===== config.mk =====
export PLATFORM = sky130hd
export DESIGN_NAME = demux_sched
export DESIGN_NICKNAME = d
export VERILOG_FILES = /design/src/rtl/demux_sched_pkg.sv /design/src/rtl/demux_sched_rr_next_dst.sv /design/src/rtl/demux_sched.sv
export SDC_FILE = /design/constraint.sdc
export NUM_CORES = 1
export LEC_CHECK = 0
export CORE_ASPECT_RATIO = 0.5
export CORE_MARGIN = 10
export CORE_UTILIZATION = 44
export CTS_BUF_LIST = sky130_fd_sc_hd__clkbuf_16
export DETAILED_ROUTE_END_ITERATION = 16
export MAX_ROUTING_LAYER = met4
export PLACE_DENSITY = 0.82
export SETUP_SLACK_MARGIN = 0.15
export SYNTH_ARGS = -nofsm -noshare
export SYNTH_HDL_FRONTEND = slang
export SYNTH_SLANG_ARGS = --single-unit

===== constraint.sdc =====
create_clock -name clk -period 3.6 [get_ports clk]
set_input_delay 1.08 -clock clk [delete_from_list [all_inputs] [get_ports clk]]
set_output_delay 1.08 -clock clk [all_outputs]
set_load 0.005 [all_outputs]

===== src/rtl/demux_sched_pkg.sv =====
// Shared types and helpers for the demux sequencing controller.
package demux_sched_pkg;

    localparam int NUM_DST = 4;

    typedef enum logic [1:0] {
        IDLE  = 2'd0,
        RUN   = 2'd1,
        DRAIN = 2'd2,
        DONE  = 2'd3
    } state_e;

    function automatic logic [NUM_DST-1:0] onehot(input logic [1:0] idx);
        logic [NUM_DST-1:0] r;
        r      = '0;
        r[idx] = 1'b1;
        return r;
    endfunction

endpackage


===== src/rtl/demux_sched_rr_next_dst.sv =====
// Round-robin destination search: next set mask bit strictly after cur, wrapping 3->0.
module rr_next_dst
    import demux_sched_pkg::*;
(
    input  logic [NUM_DST-1:0] mask,
    input  logic [1:0]         cur,
    output logic [1:0]         nxt
);

    logic [1:0] cand;
    logic       found;

    // Offset NUM_DST wraps back onto cur itself, so a single-bit mask keeps its bit.
    always_comb begin
        nxt   = cur;
        found = 1'b0;
        cand  = cur;
        for (int i = 1; i <= NUM_DST; i++) begin
            cand = cur + 2'(i);
            if (!found && mask[cand]) begin
                nxt   = cand;
                found = 1'b1;
            end
        end
    end

endmodule


===== src/rtl/demux_sched.sv =====
// Deals a valid/ready vector stream out to up to four demux destinations in bursts,
// one frame of frame_len vectors per start pulse.
//
//   state | meaning
//   IDLE  | waiting for start; config checked and latched on start
//   RUN   | accepting vectors into the holding register, rotating destinations
//   DRAIN | last vector accepted; waiting for the holding register to empty
//   DONE  | one-cycle done pulse, then back to IDLE
module demux_sched
    import demux_sched_pkg::*;
#(
    parameter int array_size = 9,
    parameter int data_size  = 16,
    parameter int burst_w    = 8,
    parameter int count_w    = 16
) (
    input  logic                            clk,
    input  logic                            reset,
    input  logic                            start,
    input  logic [burst_w-1:0]              burst_len,
    input  logic [count_w-1:0]              frame_len,
    input  logic [NUM_DST-1:0]              dst_mask,
    output logic                            busy,
    output logic                            done,
    output logic                            cfg_err,
    input  logic                            in_valid,
    output logic                            in_ready,
    input  logic [data_size*array_size-1:0] in_data,
    output logic [data_size*array_size-1:0] out_data,
    output logic [NUM_DST-1:0]              sel,
    output logic [NUM_DST-1:0]              out_valid,
    input  logic [NUM_DST-1:0]              out_ready
);

    localparam int VEC_W = data_size * array_size;

    state_e               state_q, state_d;
    logic [1:0]           cur_q, cur_d;
    logic [burst_w-1:0]   burst_cnt_q, burst_cnt_d;
    logic [count_w-1:0]   frame_cnt_q, frame_cnt_d;
    logic [burst_w-1:0]   burst_len_q, burst_len_d;
    logic [count_w-1:0]   frame_len_q, frame_len_d;
    logic [NUM_DST-1:0]   mask_q, mask_d;
    logic                 hold_q, hold_d;
    logic [NUM_DST-1:0]   sel_q, sel_d;
    logic [VEC_W-1:0]     out_data_q, out_data_d;
    logic                 busy_q, busy_d;
    logic                 done_q, done_d;
    logic                 cfg_err_q, cfg_err_d;

    logic                 cfg_bad;
    logic                 drain;
    logic                 accept;
    logic                 in_ready_c;
    logic [burst_w-1:0]   burst_last;
    logic [count_w-1:0]   frame_last;
    logic [NUM_DST-1:0]   rr_mask;
    logic [1:0]           rr_cur;
    logic [1:0]           rr_nxt;

    // In IDLE, searching after index 3 yields the lowest set bit of the incoming mask.
    assign rr_mask = (state_q == IDLE) ? dst_mask : mask_q;
    assign rr_cur  = (state_q == IDLE) ? 2'd3 : cur_q;

    rr_next_dst u_rr_next_dst (
        .mask (rr_mask),
        .cur  (rr_cur),
        .nxt  (rr_nxt)
    );

    assign cfg_bad    = (dst_mask == '0) || (burst_len == '0) || (frame_len == '0);
    assign burst_last = burst_len_q - burst_w'(1);
    assign frame_last = frame_len_q - count_w'(1);
    assign drain      = hold_q && ((out_ready & sel_q) != '0);
    assign in_ready_c = (state_q == RUN) && (!hold_q || drain);
    assign accept     = in_valid && in_ready_c;

    always_comb begin
        state_d     = state_q;
        cur_d       = cur_q;
        burst_cnt_d = burst_cnt_q;
        frame_cnt_d = frame_cnt_q;
        burst_len_d = burst_len_q;
        frame_len_d = frame_len_q;
        mask_d      = mask_q;
        hold_d      = hold_q;
        sel_d       = sel_q;
        out_data_d  = out_data_q;
        cfg_err_d   = 1'b0;

        // An accept overrides a same-cycle drain so the register refills without a bubble.
        if (accept) begin
            out_data_d = in_data;
            sel_d      = onehot(cur_q);
            hold_d     = 1'b1;
        end else if (drain) begin
            hold_d = 1'b0;
            sel_d  = '0;
        end

        case (state_q)
            IDLE: begin
                if (start) begin
                    if (cfg_bad) begin
                        cfg_err_d = 1'b1;
                    end else begin
                        burst_len_d = burst_len;
                        frame_len_d = frame_len;
                        mask_d      = dst_mask;
                        cur_d       = rr_nxt;
                        burst_cnt_d = '0;
                        frame_cnt_d = '0;
                        state_d     = RUN;
                    end
                end
            end
            RUN: begin
                if (accept) begin
                    if (burst_cnt_q == burst_last) begin
                        burst_cnt_d = '0;
                        cur_d       = rr_nxt;
                    end else begin
                        burst_cnt_d = burst_cnt_q + burst_w'(1);
                    end
                    if (frame_cnt_q == frame_last) begin
                        state_d = DRAIN;
                    end else begin
                        frame_cnt_d = frame_cnt_q + count_w'(1);
                    end
                end
            end
            DRAIN: begin
                if (!hold_q || drain) begin
                    state_d = DONE;
                end
            end
            DONE: begin
                state_d = IDLE;
            end
            default: begin
                state_d = IDLE;
            end
        endcase

        busy_d = (state_d == RUN) || (state_d == DRAIN);
        done_d = (state_d == DONE);
    end

    always_ff @(posedge clk) begin
        if (reset) begin
            state_q     <= IDLE;
            cur_q       <= '0;
            burst_cnt_q <= '0;
            frame_cnt_q <= '0;
            burst_len_q <= '0;
            frame_len_q <= '0;
            mask_q      <= '0;
            hold_q      <= 1'b0;
            sel_q       <= '0;
            out_data_q  <= '0;
            busy_q      <= 1'b0;
            done_q      <= 1'b0;
            cfg_err_q   <= 1'b0;
        end else begin
            state_q     <= state_d;
            cur_q       <= cur_d;
            burst_cnt_q <= burst_cnt_d;
            frame_cnt_q <= frame_cnt_d;
            burst_len_q <= burst_len_d;
            frame_len_q <= frame_len_d;
            mask_q      <= mask_d;
            hold_q      <= hold_d;
            sel_q       <= sel_d;
            out_data_q  <= out_data_d;
            busy_q      <= busy_d;
            done_q      <= done_d;
            cfg_err_q   <= cfg_err_d;
        end
    end

    assign busy      = busy_q;
    assign done      = done_q;
    assign cfg_err   = cfg_err_q;
    assign in_ready  = in_ready_c;
    assign out_data  = out_data_q;
    assign sel       = sel_q;
    assign out_valid = hold_q ? sel_q : '0;

endmodule


==> impl_results.md <==
- Final count of pins violating max slew: 0
- Ratio of cells with drive above 1 in the final layout: 5.93%
- Area leader, netlist: sky130_fd_sc_hd__dfxtp_1
- Total vias in the final route: 8,472
- Post-Synthesis Cell Area: 0.00854 mm^2
- Remaining global-route overflow: 0
- Placement-stage cell area: 0.0122 mm^2
- Highest-count cells in the layout ignoring fill and taps: 333 x sky130_fd_sc_hd__clkdlybuf4s50_1, 320 x sky130_fd_sc_hd__nand2_1, 208 x sky130_fd_sc_hd__dfxtp_1
- Cell chain of the critical path: clkdlybuf4s50_1 > a22oi_2 > a311oi_2 > buf_4 > buf_2
- Mapped Avg Cell Area: 8.11 um^2
- Length of the first detailed-routing pass in iterations: 7
- Net count of the mapped netlist: 1,238
- Critical path start-end classification: in2out
- Antenna viol nets, final: 0
- Final wirelength: 29,800 um
- Transition time of the tightest slew-check pin: 572 ps
- Distinct cells, synth: 62
- Worst R2R Start: frame_len_q[1]$_SDFFE_PP0P_
- First DRT Iteration DRCs: 552
- Most used DFF post-synth: sky130_fd_sc_hd__dfxtp_1
- Hold Fails Final Rpt: 0
- Post-synthesis sequential area ratio: 48.8%
- Clock slew at the register clock pins of the worst setup and hold paths: 60 ps
- Final HPWL DP: 22,400 um
- Number of rows created at floorplan: 35
- CTS sink count: 208
- Required time of the critical path: 2520 ps
- Setup WS pre-CTS: -237 ps
- Final core utilization: 68.6%
- Wire length of the first global-routing pass: roughly 47,000 um
- Highest cell delay on the worst timing path: 470 ps
- TritonCTS buffer count: 20
- Kind of end point of the critical path: output port
- Slack of the critical path: 223 ps
- Max frequency: ~300 MHz
- Synth area leaders: sky130_fd_sc_hd__dfxtp_1 49%, sky130_fd_sc_hd__nand2_1 14%, sky130_fd_sc_hd__a21oi_1 9.5%
- Hold path endpoint: out_data[84]$_SDFFE_PP0P_
- Slack of the worst reg-to-reg path: roughly 490 ps
- Static leakage power: 4.69 nW
- Number of hold buffers added after cts: 0
- Die X-Extent: roughly 220 um
- Area fraction of the dominant cell type after synthesis: a little under 50%
- Critical path's slowest cell: sky130_fd_sc_hd__clkdlybuf4s50_1
- Clock insertion delay at the later pin of the skew report: 500 ps
- Share of flip-flops with an asynchronous set or reset after synthesis: 0%
- Fin Clk Skew: 10.1 ps
- Starting utilization of the core area: 45.7%
- Number of global-route vias before repair: ~8,600
- FF-to-FF End: busy$_SDFF_PP0_
- Pwr dens: 421 mW/mm^2
- Hold wc startpoint: out_data[84]$_SDFFE_PP0P_
- Top fanout value on the critical path: 3
- Number of DRC violations after detailed routing: 0
- Maximum vdd ir drop: 0.269 mV
- Setup repair after global routing missed its margin: false
- Clock tree root driver cell: sky130_fd_sc_hd__clkbuf_16
- Outcome: complete, no violations
- Initial antenna violation count: 1
- Filler cell count in the final layout: 1,458
- Hold depth: 2
- Growth of design area from synthesis to finish: 50.2%
- Startpoint class of the critical path: input port
- Data arrival time of the worst path: 2300 ps
- Flops & latches, synth: 208
- Setup-violating endpoint count in the final report: 0
- Number of input and output port buffers inserted: 335
- Height of the chip: around 120 um
- Logic depth of the worst register-to-register path: 13
- Clock tree buffer depth: 3
- Number of enable flip-flop cells after synthesis: 0
- CTS tree: yes
- Routed length per instance: 18.2 um
- Placer Congestion: 0.873
- Maximum number of pins on one net before global-route repair: 121
- Max Cap Violations: 0
- Synthesized instance count: 1,053
- Count of synthesis-stage warnings from yosys: 0
- Tightest slew margin relative to the limit: approximately three fifths
- Accumulated negative setup slack: 0 ps
- Number of nets in the layout: approximately 1,600
- Deepest level of the CTS H-tree: 1
- Ratio of final minimum period to clock period: 93.8%
- Drt via density: 5.16
- GRT Resource Usage Total: 22.6%
- Final standard cell area without fillers: 0.0128 mm^2
- Ports placed on the boundary: 336
- Die Area: 0.0257 mm^2
- Minimum hold slack: 452 ps
- Crit path time final: approximately 3400 ps
- Most common cell after layout, fill and taps aside: sky130_fd_sc_hd__clkdlybuf4s50_1
- Floorplan core area: 0.0187 mm^2
- Worst hold path type: reg2reg
## worst max path at each step
stage | endpoint | depth (start not counted) | slack (ps) | startpoint
detailed placement | in_ready | 5 | -240 | out_ready[1]
CTS | in_ready | 5 | 160 | out_ready[0]
finish | in_ready | 5 | 220 | out_ready[0]
global placement | in_ready | 5 | -270 | out_ready[1]
floorplan | frame_cnt_q[14]$_SDFFE_PP0P_ | 8 | 570 | out_ready[0]
global route | in_ready | 5 | 160 | out_ready[0]
## registers in the layout, summed over array words and instances (netlist names)
register and count:
sel 4, mask_q 4, burst_cnt_q 8, cfg_err 1, done 1, out_data 144, frame_cnt_q 16, state_q 2
hold_q 1, burst_len_q 8, cur_q 2, frame_len_q 16, busy 1
## per-layer routing
layer | wire length, um | vias up | track usage, %
met5 | 0 | - | -
met4 | 986 | 0 | 7.47
met3 | 1630 | 65 | 5.45
met2 | 15700 | 234 | 40.6
met1 | 11500 | 4020 | 24.0
li1 | - | 4153 | -
## Yosys cell counts (3+ instances only)
library cell	number
sky130_fd_sc_hd__mux2i_1	34
sky130_fd_sc_hd__a211oi_1	3
sky130_fd_sc_hd__dfxtp_1	208
sky130_fd_sc_hd__clkbuf_1	62
sky130_fd_sc_hd__inv_1	7
sky130_fd_sc_hd__a22oi_1	4
sky130_fd_sc_hd__nand2b_1	9
sky130_fd_sc_hd__o21ai_0	8
sky130_fd_sc_hd__o21ai_2	5
sky130_fd_sc_hd__nand3_1	12
sky130_fd_sc_hd__xor2_1	16
sky130_fd_sc_hd__or2_2	3
sky130_fd_sc_hd__nor2_1	65
sky130_fd_sc_hd__nand4_1	8
sky130_fd_sc_hd__a21oi_2	8
sky130_fd_sc_hd__or4_1	3
sky130_fd_sc_hd__and2_1	6
sky130_fd_sc_hd__nor2b_1	3
sky130_fd_sc_hd__o211ai_1	4
sky130_fd_sc_hd__nor3_1	6
sky130_fd_sc_hd__a31oi_1	3
sky130_fd_sc_hd__nand3b_1	4
sky130_fd_sc_hd__nor4_1	8
sky130_fd_sc_hd__or3_1	6
sky130_fd_sc_hd__nand2_1	321
sky130_fd_sc_hd__a31o_1	3
sky130_fd_sc_hd__ha_1	5
sky130_fd_sc_hd__xnor2_1	23
sky130_fd_sc_hd__and3_1	4
sky130_fd_sc_hd__a21oi_1	162
## report_power, final
group          total (W)  internal, W  leakage, nW  switching (W)
Clock            0.00202      0.00112        0.317       0.000893
Combinational   0.000892     0.000493         2.68       0.000399
Sequential       0.00249      0.00240         1.69      0.0000848
Total            0.00540      0.00402         4.69        0.00138
## critical path: cells and delay by family
kind,cells,cell delay (ps)
AO/OA/AOI/OAI,2,440
buffers and inverters,3,780
## timing repair
| action | 4_1_cts | 5_1_grt |
|---|---|---|
| gates resized for setup | 4 | 2 |
| endpoints found under the hold margin | 0 | 0 |
| setup buffers | 0 | 3 |
| pin swaps | 1 | 2 |
| endpoints found under the setup margin | 1 | 2 |
## stage by stage
stage / total power, W / std cells
floorplan: 0.00293 / 1053
global placement: 0.00339 / 1603
detailed placement: 0.00342 / 1603
CTS: 0.00543 / 1638
global route: 0.00562 / 1642
finish: 0.00540 / 1642
## final cells by class
type | count | area [um^2] | area share (%)
Antenna cell | 1 | 2.50 | 0.0195
Clock inverter | 14 | 85.1 | 0.664
Inverter | 7 | 26.3 | 0.205
Tap cell | 259 | 324 | 2.53
Timing Repair Buffer | 361 | 3590 | 28.0
Clock buffer | 21 | 526 | 4.10
Multi-Input combinational cell | 771 | 4100 | 32.0
Sequential cell | 208 | 4160 | 32.5
## cells by family after synthesis
group,Yosys count,synth area share (%)
AO/OA/AOI/OAI,222,15.5
flip-flops,208,48.8
adder cells (fa/ha/maj),5,0.733
buffers and inverters,74,3.44
XOR/XNOR,39,4.00
AND/OR/NAND/NOR,471,23.6
multiplexers,34,3.99
Note: power is estimated with default switching activity, not from simulation.
